[src/rtl/irq_pending_arbiter_if.sv]
// irq_pending_arbiter_if: request/mask inputs, id handshake, EOI and status signals of the arbiter
interface irq_pending_arbiter_if;
  logic [7:0] req;
  logic [7:0] mask;
  logic       irq_valid;
  logic [2:0] irq_id;
  logic       irq_ready;
  logic       eoi;
  logic [2:0] eoi_id;
  logic       busy;
  logic [7:0] pending;
  logic       eoi_err;
  modport master (
    output req, mask, irq_ready, eoi, eoi_id,
    input  irq_valid, irq_id, busy, pending, eoi_err
  );
  modport slave (
    input  req, mask, irq_ready, eoi, eoi_id,
    output irq_valid, irq_id, busy, pending, eoi_err
  );
endinterface

[src/rtl/irq_pending_arbiter.sv]
// irq_pending_arbiter: latches request rising edges, presents highest unmasked index, holds it until EOI
// Ports: clk, rst (async active-high); bus.req/mask in, bus.irq_valid/irq_id/irq_ready handshake,
// bus.eoi/eoi_id retire strobe, bus.busy/pending/eoi_err status out.
module irq_pending_arbiter (
  input logic clk,
  input logic rst,
  irq_pending_arbiter_if.slave bus
);
  typedef enum logic [1:0] {IDLE, PRESENT, SERVICE} state_t;
  state_t     state;
  logic [7:0] req_q, pend, rise, clr, eligible;
  logic [2:0] sel, id;
  logic       valid, busy, err, accept, eoi_hit;
  always_comb begin
    rise     = bus.req & ~req_q;
    eligible = pend & ~bus.mask;
    accept   = state == PRESENT && bus.irq_ready;
    eoi_hit  = bus.eoi && state == SERVICE && bus.eoi_id == id;
    clr      = accept ? 8'b1 << id : 8'b0;
    sel      = 3'd0;
    for (int i = 0; i < 8; i++) if (eligible[i]) sel = 3'(i);
  end
  // a rise on the bit being accepted re-sets it, so the new event is kept
  always_ff @(posedge clk or posedge rst) begin
    if (rst) begin
      req_q <= '0;
      pend  <= '0;
      state <= IDLE;
      valid <= 1'b0;
      id    <= '0;
      busy  <= 1'b0;
      err   <= 1'b0;
    end else begin
      req_q <= bus.req;
      pend  <= (pend & ~clr) | rise;
      err   <= bus.eoi && !eoi_hit;
      case (state)
        IDLE: if (|eligible) begin
          id    <= sel;
          valid <= 1'b1;
          state <= PRESENT;
        end
        PRESENT: if (bus.irq_ready) begin
          valid <= 1'b0;
          busy  <= 1'b1;
          state <= SERVICE;
        end
        SERVICE: if (eoi_hit) begin
          busy  <= 1'b0;
          state <= IDLE;
        end
        default: state <= IDLE;
      endcase
    end
  end
  assign bus.irq_valid = valid;
  assign bus.irq_id    = id;
  assign bus.busy      = busy;
  assign bus.pending   = pend;
  assign bus.eoi_err   = err;
endmodule
[src/flat_wrapper.sv]
// flat-port wrapper written by rule: the top's interface ports become plain ports
module irq_pending_arbiter_flat 
  (clk, rst, bus_req, bus_mask, bus_irq_ready, bus_eoi, bus_eoi_id, bus_irq_valid, bus_irq_id, bus_busy, bus_pending, bus_eoi_err);
  irq_pending_arbiter_if bus_i ();
  input logic clk;
  input logic rst;
  input wire logic [$bits(bus_i.req)-1:0] bus_req;
  input wire logic [$bits(bus_i.mask)-1:0] bus_mask;
  input wire logic [$bits(bus_i.irq_ready)-1:0] bus_irq_ready;
  input wire logic [$bits(bus_i.eoi)-1:0] bus_eoi;
  input wire logic [$bits(bus_i.eoi_id)-1:0] bus_eoi_id;
  output wire logic [$bits(bus_i.irq_valid)-1:0] bus_irq_valid;
  output wire logic [$bits(bus_i.irq_id)-1:0] bus_irq_id;
  output wire logic [$bits(bus_i.busy)-1:0] bus_busy;
  output wire logic [$bits(bus_i.pending)-1:0] bus_pending;
  output wire logic [$bits(bus_i.eoi_err)-1:0] bus_eoi_err;
  assign bus_i.req = bus_req;
  assign bus_i.mask = bus_mask;
  assign bus_i.irq_ready = bus_irq_ready;
  assign bus_i.eoi = bus_eoi;
  assign bus_i.eoi_id = bus_eoi_id;
  assign bus_irq_valid = bus_i.irq_valid;
  assign bus_irq_id = bus_i.irq_id;
  assign bus_busy = bus_i.busy;
  assign bus_pending = bus_i.pending;
  assign bus_eoi_err = bus_i.eoi_err;
  irq_pending_arbiter u_core (.clk(clk), .rst(rst), .bus(bus_i));
endmodule
[config.mk]
export PLATFORM = sky130hd
export DESIGN_NAME = irq_pending_arbiter_flat
export DESIGN_NICKNAME = d
export VERILOG_FILES = /design/src/rtl/irq_pending_arbiter_if.sv /design/src/rtl/irq_pending_arbiter.sv /design/src/flat_wrapper.sv
export SDC_FILE = /design/constraint.sdc
export NUM_CORES = 1
export LEC_CHECK = 0
export ABC_AREA = 0
export BUFFER_PORTS_ARGS = -buffer_cell sky130_fd_sc_hd__buf_2
export CAP_MARGIN = 20
export CORE_ASPECT_RATIO = 0.7
export CORE_MARGIN = 2
export CORE_UTILIZATION = 51
export CTS_BUF_LIST = sky130_fd_sc_hd__clkbuf_16
export CTS_CLUSTER_SIZE = 12
export DETAILED_ROUTE_END_ITERATION = 16
export PLACE_DENSITY = 0.79
export SLEW_MARGIN = 20
export SYNTH_ARGS = -nofsm -noshare
export SYNTH_HDL_FRONTEND = slang
export SYNTH_SLANG_ARGS = --single-unit
[constraint.sdc]
create_clock -name clk -period 1.8 [get_ports clk]
set_input_delay 0.09 -clock clk [delete_from_list [all_inputs] [get_ports clk]]
set_output_delay 0.09 -clock clk [all_outputs]
set_load 0.01 [all_outputs]
==> flow_summary.json, run 1 <==
{
  "syn_inst": 96,
  "antenna_found_initial": 0,
  "drcViolationCount": 0,
  "ant_nets": 0,
  "routed_wire_length_per_instance_um": 14.05,
  "area_growth_pct": 36.67,
  "boundaryPins": 37,
  "ys_ff_latch": 24,
  "ys_top_cells_by_count": "dfrtp_1, o21ai_0, inv_1",
  "die_y_um": 41.48,
  "synth_edf_count": 0,
  "max-vdd-ir-drop_uv": 1130,
  "cp_slowest_cell": "dfrtp_1",
  "cts_buffers": 3,
  "place.gp.congestion": 0.7697,
  "vias": 847,
  "endpoint_kind": "flop",
  "row_count": 13,
  "hold_viol": 0,
  "grt_max_degree": 25,
  "track_usage_pct": 23.04,
  "nets": 169,
  "yosys_warnings": 0,
  "max_slew_margin_pct": 79.86,
  "synth-async-reset-ratio_pct": 100.0,
  "synth_area_leaders": "dfrtp_1, o21ai_0, nand2b_1",
  "first_iter_violations": 20,
  "first_pass_iters": 4,
  "grt_pass1_wl_mm": 3.933,
  "post_dp_cell_area_sq_um": 1234,
  "synth_ff_type": "dfrtp_1",
  "crit_type": "flop to flop",
  "min_period_ns": 1.338,
  "portBuffers": 36,
  "nFillCells": 137,
  "cp.required_ns": 1.92,
  "vias_per_cell": 5.102,
  "post-route-period-util_pct": 74.31,
  "skew_ns": 0.001598,
  "netlist_area_sq_um": 1023,
  "syn_area_per_cell_sq_um": 10.66,
  "ys_seq_area_share_pct": 58.68,
  "cts.htree.levels": 1,
  "crit_top_cell": "o21ai_0",
  "crit_chain": "nand3b_4, or2_4, o21ai_0, o21ai_0",
  "synth.net_count": 119,
  "clk_pin_slew_ns": 0.06,
  "drive_gt1_share_pct": 31.25,
  "hpwlAfterDp_mm": 1.562,
  "synth_top_area_cell": "dfrtp_1",
  "clk_latency_ns": 0.26,
  "crit_arrival_ns": 1.46,
  "status": "finished clean",
  "max_stage_delay_ns": 0.41,
  "crit_family": "simple AND/OR/NAND/NOR gates",
  "synth.distinct_cells": 27,
  "detail_route.wirelength_mm": 2.332,
  "design.core.area_sq_um": 1871,
  "setup_tns_ns": 0,
  "clock-sinks": 24,
  "slew_violations": 0,
  "die_area_sq_um": 2387,
  "grt_pass1_vias": 889,
  "cts-root-buf": "clkbuf_16",
  "worst_pin_slew_ns": 0.3022,
  "max-cap-violations": 0,
  "power_density_nw_per_um2": 1314,
  "fmax_mhz": 747.6,
  "cts.path.max_buffers": 2,
  "path_max_fanout": 5,
  "die_x_um": 57.55,
  "n_antenna_cell": 0,
  "start_kind": "flop",
  "yosysMostFrequentCell": "dfrtp_1",
  "synth_top_area_share_pct": 58.68,
  "p_leak_nw": 0.6878,
  "start_util_pct": 54.72,
  "stdcell_area_sq_um": 1399,
  "rsz0062_at_grt": "no",
  "tritoncts": "yes",
  "critical_path_buf_inv_count": 0,
  "min_path_type": "input pin to flop",
  "setup_viol": 0,
  "globalRouteOverflowTotal": 0
}
## path summary, 6_finish.rpt
check | slack (ns) | cells past startpoint | end | start
setup / recovery | 0.46 | 4 | u_core.bus.pending[2] | u_core.state[1]
hold / removal | 0.07 | 2 | u_core.bus.eoi_err | bus_eoi
setup reg to reg | 0.46 | 4 | u_core.bus.pending[2] | u_core.state[1]
hold reg to reg | 0.41 | 1 | u_core.bus.pending[5] | u_core.req_q[5]
max in group asynchronous | 1.16 | 4 | u_core.req_q[3] | rst
min in group asynchronous | 0.40 | 4 | u_core.req_q[4] | rst
## metal layers
layer  global-route usage (%)  wire (um)  up-vias
met5                        0          0        -
met3                    9.969        154       14
met1                    24.79        968      381
li1                         -          -      418
met2                    35.68       1064       34
met4                    17.21        144        0
## report_power, final
group	switching, mW	internal, mW
combinational	0.300	0.269
sequential	0.134	0.665
clock	0.175	0.294
total	0.609	1.23
## sequential cells by signal, summed over array words and instances (netlist names)
register,cells
u_core.bus.eoi_err,1
u_core.bus.irq_id,3
u_core.bus.irq_valid,1
u_core.req_q,8
u_core.state,2
u_core.bus.pending,8
u_core.bus.busy,1
## stage by stage
step                hold slack (ns)  std cells  worst slack, ns  total power, mW  util, %
finish                      0.07188        166           0.4624            1.838    74.78
global route                0.07696        166           0.4307            1.952    74.78
detailed placement           0.1464        154           0.5762            1.357    65.95
CTS                         0.07497        166           0.4787            1.848    74.78
floorplan                    0.1046         96           0.6559            1.147        -
global placement             0.1425        154           0.5985            1.337    65.95
## layout by cell type (no fill, tap or decap), types with 3 or more instances in the layout
cell type / n
dfrtp_1: 24
inv_1: 13
clkbuf_16: 3
buf_2: 36
nand2_1: 7
dlygate4sd3_1: 9
o21ai_0: 15
nand2b_1: 8
## worst reg2reg max path, cell delays in order, from the launching register on
cell,delay [ns]
dfrtp_1,0.41
nand3b_4,0.19
or2_4,0.26
o21ai_0,0.22
o21ai_0,0.13
## cell type report
type,instances,area (sq um),share of cell area (%)
flip-flops and latches,24,600.6,42.93
multi-input cells,58,369.1,26.39
repair buffers,46,277.8,19.86
clock buffers,3,75.07,5.367
inverters,13,48.80,3.488
well taps,22,27.53,1.968
## what timing repair did
action,CTS,global route
gates resized for setup,0,0
hold endpoints to repair,32,0
setup endpoints to repair,0,0
hold buffers,9,0
setup buffers,0,0
## cell families (layout without fill, tap and decap cells)
logic type / after synthesis / count (layout) / share of synthesized area [%]
buf+inv: 14 / 62 / 5.257
compound gates: 25 / 25 / 13.94
flops: 24 / 24 / 58.68
mux: 2 / 2 / 1.956
simple gates: 28 / 28 / 17.60
xor+xnor: 3 / 3 / 2.568
Note: power is estimated with default switching activity, not from simulation.
==> run 2, diff against run 1 <==
--- a/config.mk
+++ b/config.mk
@@ -5,16 +5,16 @@
 export SDC_FILE = /design/constraint.sdc
 export NUM_CORES = 1
 export LEC_CHECK = 0
-export ABC_AREA = 0
+export ABC_AREA = 1
 export BUFFER_PORTS_ARGS = -buffer_cell sky130_fd_sc_hd__buf_2
 export CAP_MARGIN = 20
 export CORE_ASPECT_RATIO = 0.7
 export CORE_MARGIN = 2
-export CORE_UTILIZATION = 51
+export CORE_UTILIZATION = 43
 export CTS_BUF_LIST = sky130_fd_sc_hd__clkbuf_16
 export CTS_CLUSTER_SIZE = 12
 export DETAILED_ROUTE_END_ITERATION = 16
-export PLACE_DENSITY = 0.79
+export PLACE_DENSITY = 0.7
 export SLEW_MARGIN = 20
 export SYNTH_ARGS = -nofsm -noshare
 export SYNTH_HDL_FRONTEND = slang
==> constraint.sdc (replaced) <==
create_clock -name clk -period 1.1 [get_ports clk]
set_input_delay 0.055 -clock clk [delete_from_list [all_inputs] [get_ports clk]]
set_output_delay 0.055 -clock clk [all_outputs]
set_load 0.01 [all_outputs]
==> flow_summary.json, run 2 <==
{
  "start_util_pct": 47.13,
  "synth_ff_type": "dfrtp_1",
  "p_leak_nw": 0.8699,
  "setup_tns_ns": -0.7980,
  "die_area_sq_um": 2856,
  "crit_chain": "inv_2, or2_4, buf_6, buf_6, o21ai_2, nand2_1",
  "critical_path_buf_inv_count": 3,
  "post-route-period-util_pct": 109.7,
  "cp.required_ns": 1.24,
  "synth_top_area_cell": "dfrtp_1",
  "status": "finished, violations left",
  "track_usage_pct": 19.48,
  "multi_input_area_sq_um": 417.9,
  "yosys_warnings": 0,
  "die_x_um": 63.02,
  "hold_viol": 0,
  "clk_pin_slew_ns": 0.06,
  "ys_seq_area_share_pct": 57.28,
  "crit_top_cell": "buf_6",
  "cts.htree.levels": 1,
  "portBuffers": 36,
  "synth-async-reset-ratio_pct": 100.0,
  "area_growth_pct": 55.61,
  "min_path_type": "input pin to flop",
  "first_pass_iters": 4,
  "synth_edf_count": 0,
  "die_y_um": 45.32,
  "ys_top_cells_by_count": "nand2_1, dfrtp_1, inv_1",
  "setup_ws_ns": -0.1071,
  "max-cap-violations": 0,
  "cp_slowest_cell": "dfrtp_1",
  "syn_inst": 118,
  "design.core.area_sq_um": 2225,
  "hold_depth": 2,
  "row_count": 14,
  "place.gp.congestion": 0.8201,
  "syn_area_per_cell_sq_um": 8.886,
  "failed_checks": "setup timing",
  "rsz0062_at_grt": "yes",
  "crit_type": "flop to flop",
  "final_common_cell": "buf_2",
  "hold-worst-slack_ns": 0.08166,
  "ant_nets": 0,
  "fmax_mhz": 828.4,
  "n_antenna_cell": 0,
  "grt_max_degree": 25,
  "finish.utilization_pct": 73.34,
  "max_slew_margin_pct": 80.38,
  "drive_gt1_share_pct": 41.30,
  "slew_violations": 0,
  "endpoint_kind": "flop",
  "globalRouteOverflowTotal": 0,
  "clk_latency_ns": 0.25,
  "path_max_fanout": 3,
  "boundaryPins": 37,
  "regArea_sq_um": 600.6,
  "final_cell_mix": "buf_2, nand2_1, dfrtp_1",
  "vias_per_cell": 4.528,
  "cts_buffers": 3,
  "detail_route.wirelength_mm": 2.458,
  "cp.depth": 6,
  "worst_pin_slew_ns": 0.2942,
  "nets": 209,
  "cts-root-buf": "clkbuf_16",
  "reg2reg_depth": 6,
  "crit_family": "flip-flops",
  "first_iter_violations": 10,
  "power_mw": 3.687,
  "synth_area_leaders": "dfrtp_1, nand2_1, o21ai_1",
  "antenna_found_initial": 0,
  "crit_arrival_ns": 1.34,
  "min_period_ns": 1.207,
  "vias": 978,
  "power_density_nw_per_um2": 2260,
  "ys_ff_latch": 24,
  "cts.path.max_buffers": 2,
  "tritoncts": "yes",
  "grt_pass1_vias": 940,
  "clock-sinks": 24,
  "synth_top_area_share_pct": 57.28,
  "nFillCells": 165,
  "setup_viol": 12,
  "place_inst": 201,
  "drcViolationCount": 0,
  "skew_ns": 0.003051,
  "stdcell_count": 216,
  "grt_pass1_wl_mm": 4.098,
  "start_kind": "flop",
  "synth.net_count": 141,
  "hpwlAfterDp_mm": 1.858,
  "max_stage_delay_ns": 0.36,
  "synth.distinct_cells": 14,
  "routed_wire_length_per_instance_um": 11.38,
  "yosysMostFrequentCell": "nand2_1",
  "max-vdd-ir-drop_uv": 1171,
  "netlist_area_sq_um": 1049
}
run 2: cell count changes after synthesis, moves of 4 or more:
cell | previous run | this run
nand2b_1 | 8 | 0
inv_1 | 13 | 22
o21ai_1 | 2 | 21
nor2_1 | 2 | 6
nand2_1 | 7 | 32
o21ai_0 | 15 | 0
run 2: kinds of logic (layout without fill, tap and decap cells):
group | after synthesis | in the layout | share of synthesized area (%)
compound gates | 25 | 25 | 12.89
xor+xnor | 3 | 3 | 2.506
buf+inv | 22 | 88 | 7.876
flops | 24 | 24 | 57.28
simple gates | 44 | 44 | 19.45
run 2: routing by layer:
layer / track usage [%] / wire length (um) / share of wire, %
met3: 5.736 / 121 / 4.9
met2: 34.26 / 1201 / 49
met4: 6.667 / 29 / 1.2
met5: 0 / 0 / 0
met1: 23.56 / 1105 / 45
run 2: what timing repair did:
action,in CTS,in global routing
resized for setup,4,12
hold endpoints to repair,33,1
setup buffers,1,1
gates cloned,0,0
hold buffers,9,1
pin swaps,2,4
endpoints found under the setup margin,12,15
run 2: layout make-up:
cell class / count / area share, %
Clock buffer: 3 / 4.601
Inverter: 22 / 5.061
Multi-Input combinational cell: 72 / 25.61
Sequential cell: 24 / 36.81
Tap cell: 32 / 2.454
Timing Repair Buffer: 63 / 25.46
run 2: path summary, 6_finish.rpt:
| check | start | to | slack (ns) |
|---|---|---|---|
| max | u_core.state[0] | u_core.bus.irq_valid | -0.11 |
| min | bus_eoi | u_core.bus.eoi_err | 0.08 |
| max reg2reg | u_core.state[0] | u_core.bus.irq_valid | -0.11 |
| min reg2reg | u_core.req_q[5] | u_core.bus.pending[5] | 0.41 |
| max in group asynchronous | rst | u_core.req_q[3] | 0.49 |
| min in group asynchronous | rst | u_core.state[0] | 0.38 |
run 2: through the flow:
stage	cell area, sq um	setup WS (ns)
floorplan	1049	-0.01374
global placement	1381	-0.06548
detailed placement	1381	-0.08746
CTS	1570	-0.08820
global route	1632	-0.1685
finish	1632	-0.1071
run 2: worst reg2reg max path, cell delays in order, from the launching register on:
cell	delay (ns)
dfrtp_1	0.36
inv_2	0.04
or2_4	0.27
buf_6	0.12
buf_6	0.11
o21ai_2	0.11
nand2_1	0.07
run 2: report_power, final:
| group | switching (mW) | leakage, nW | total [mW] | internal [mW] |
|---|---|---|---|---|
| registers | 0.134 | 0.255 | 1.24 | 1.10 |
| clock network | 0.273 | 0.0370 | 0.753 | 0.480 |
| logic | 0.910 | 0.578 | 1.70 | 0.789 |
==> run 3, diff against run 2 <==
--- a/config.mk
+++ b/config.mk
@@ -10,11 +10,11 @@
 export CAP_MARGIN = 20
 export CORE_ASPECT_RATIO = 0.7
 export CORE_MARGIN = 2
-export CORE_UTILIZATION = 43
+export CORE_UTILIZATION = 48
 export CTS_BUF_LIST = sky130_fd_sc_hd__clkbuf_16
 export CTS_CLUSTER_SIZE = 12
 export DETAILED_ROUTE_END_ITERATION = 16
-export PLACE_DENSITY = 0.7
+export PLACE_DENSITY = 0.77
 export SLEW_MARGIN = 20
 export SYNTH_ARGS = -nofsm -noshare
 export SYNTH_HDL_FRONTEND = slang
==> constraint.sdc (replaced) <==
create_clock -name clk -period 1.3 [get_ports clk]
set_input_delay 0.065 -clock clk [delete_from_list [all_inputs] [get_ports clk]]
set_output_delay 0.065 -clock clk [all_outputs]
set_load 0.01 [all_outputs]
==> flow_summary.json, run 3 (synthesis gave the netlist of run 2 again) <==
{
  "vias": 927,
  "slew_violations": 0,
  "cts-root-buf": "clkbuf_16",
  "stdcell_count": 192,
  "cts_buffers": 3,
  "start_kind": "flop",
  "hold_viol": 0,
  "boundaryPins": 37,
  "vias_per_cell": 4.828,
  "tritoncts": "yes",
  "drcViolationCount": 0,
  "cts.path.max_buffers": 2,
  "cts_setup_buffers": 0,
  "nets": 192,
  "die_area_sq_um": 2580,
  "met1_usage_pct": 25.84,
  "max-cap-violations": 0,
  "post_dp_cell_area_sq_um": 1266,
  "min_path_type": "input pin to flop",
  "track_usage_pct": 20.49,
  "path_max_fanout": 4,
  "start_util_pct": 49.88,
  "power_density_nw_per_um2": 1904,
  "clk_pin_slew_ns": 0.06,
  "n_antenna_cell": 0,
  "min_period_ns": 1.251,
  "cts.htree.levels": 1,
  "stdcell_area_sq_um": 1435,
  "status": "finished clean",
  "routed_wire_length_per_instance_um": 11.91,
  "p_leak_nw": 0.7712,
  "finish.utilization_pct": 68.27,
  "place.gp.congestion": 0.8171,
  "final_common_cell": "buf_2",
  "max_slew_margin_pct": 79.39,
  "worst_pin_slew_ns": 0.3091,
  "post-route-period-util_pct": 96.24,
  "first_pass_iters": 4,
  "die_x_um": 59.86,
  "die_y_um": 43.11,
  "skew_ns": 0.003283,
  "globalRouteOverflowTotal": 0,
  "rsz0062_at_grt": "no",
  "ant_nets": 0,
  "place_inst": 179,
  "grt_use_met2_pct": 31.52,
  "grt_pass1_wl_mm": 3.677,
  "busiest_layer": "met2",
  "area_growth_pct": 36.87,
  "max-vdd-ir-drop_uv": 1314,
  "detail_route.wirelength_mm": 2.287,
  "clk_latency_ns": 0.26,
  "clock-sinks": 24,
  "grt_util_met3_pct": 6.707,
  "first_iter_violations": 15,
  "crit_type": "flop to flop",
  "row_count": 14,
  "cp.required_ns": 1.44,
  "final_cell_mix": "buf_2, nand2_1, dfrtp_1",
  "antenna_found_initial": 0,
  "design.core.area_sq_um": 2102,
  "hpwlAfterDp_mm": 1.691,
  "crit_arrival_ns": 1.39,
  "setup_tns_ns": 0,
  "portBuffers": 36,
  "grt_pass1_vias": 856,
  "setup_viol": 0,
  "fmax_mhz": 799.3,
  "endpoint_kind": "flop",
  "grt_max_degree": 25,
  "drive_gt1_share_pct": 26.79
}
==> run 3: cell count changes in the layout (fill, tap and decap cells not counted), moves of 2 or more <==
cell,previous run,this run
nor2_1,4,6
nor2_2,2,0
o21ai_2,9,0
o21ai_1,12,21
buf_6,2,0
buf_4,15,1
==> run 3: per-stage QoR <==
| stage | hold WS (ns) | setup WS (ns) | power [mW] |
|---|---|---|---|
| 6_report | 0.01408 | 0.04889 | 2.733 |
| 5_1_grt | 0.02435 | 0.01335 | 2.919 |
| 4_1_cts | 0.01316 | 0.03378 | 2.755 |
| 3_5_place_dp | 0.1222 | 0.07503 | 2.060 |
| 3_3_place_gp | 0.1176 | 0.1158 | 2.017 |
| 2_1_floorplan | 0.07962 | 0.1702 | 1.720 |
==> run 3: timing repair <==
item                                    in CTS  in global routing
hold buffers                                 9                  0
endpoints found under the setup margin       0                  0
resized for setup                            0                  0
endpoints found under the hold margin       32                  0
==> run 3: layout make-up <==
type | instances | area [sq um]
flip-flops and latches | 24 | 600.6
multi-input cells | 72 | 365.4
inverters | 22 | 82.58
clock buffers | 3 | 75.07
repair buffers | 46 | 277.8
well taps | 24 | 30.03
clock inverters | 1 | 3.754
fillers | 162 | 666.9
==> run 3: layer usage <==
| layer | part of all wire (%) | routed length (um) | vias to the layer above |
|---|---|---|---|
| met5 | 0 | 0 | - |
| met4 | 2.6 | 60 | 0 |
| met3 | 5.6 | 129 | 7 |
| met2 | 46 | 1060 | 29 |
| met1 | 45 | 1036 | 423 |
| li1 | - | - | 468 |
==> run 3: critical path: stages, from the launching register on <==
cell	delay, ns
dfrtp_1	0.40
or2_4	0.30
nor2_8	0.13
nand2_4	0.07
o21ai_1	0.14
o21ai_1	0.09
==> run 3: report_power, final <==
part	switching (mW)	internal (mW)	leakage, nW
clock network	0.252	0.411	0.0385
registers	0.172	0.932	0.255
logic	0.580	0.387	0.477
total	1.00	1.73	0.771
==> run 3: worst paths after layout <==
| path | startpoint | end | slack (ns) | cells past startpoint |
|---|---|---|---|---|
| worst max register to register | u_core.state[1] | u_core.bus.pending[6] | 0.05 | 5 |
| max in group asynchronous | rst | u_core.bus.busy | 0.67 | 4 |
| worst max-delay path | u_core.state[1] | u_core.bus.pending[6] | 0.05 | 5 |
| worst min-delay path | bus_irq_ready | u_core.state[0] | 0.01 | 2 |
| min in group asynchronous | rst | u_core.req_q[7] | 0.39 | 4 |
| worst min register to register | u_core.req_q[4] | u_core.bus.pending[4] | 0.41 | 1 |
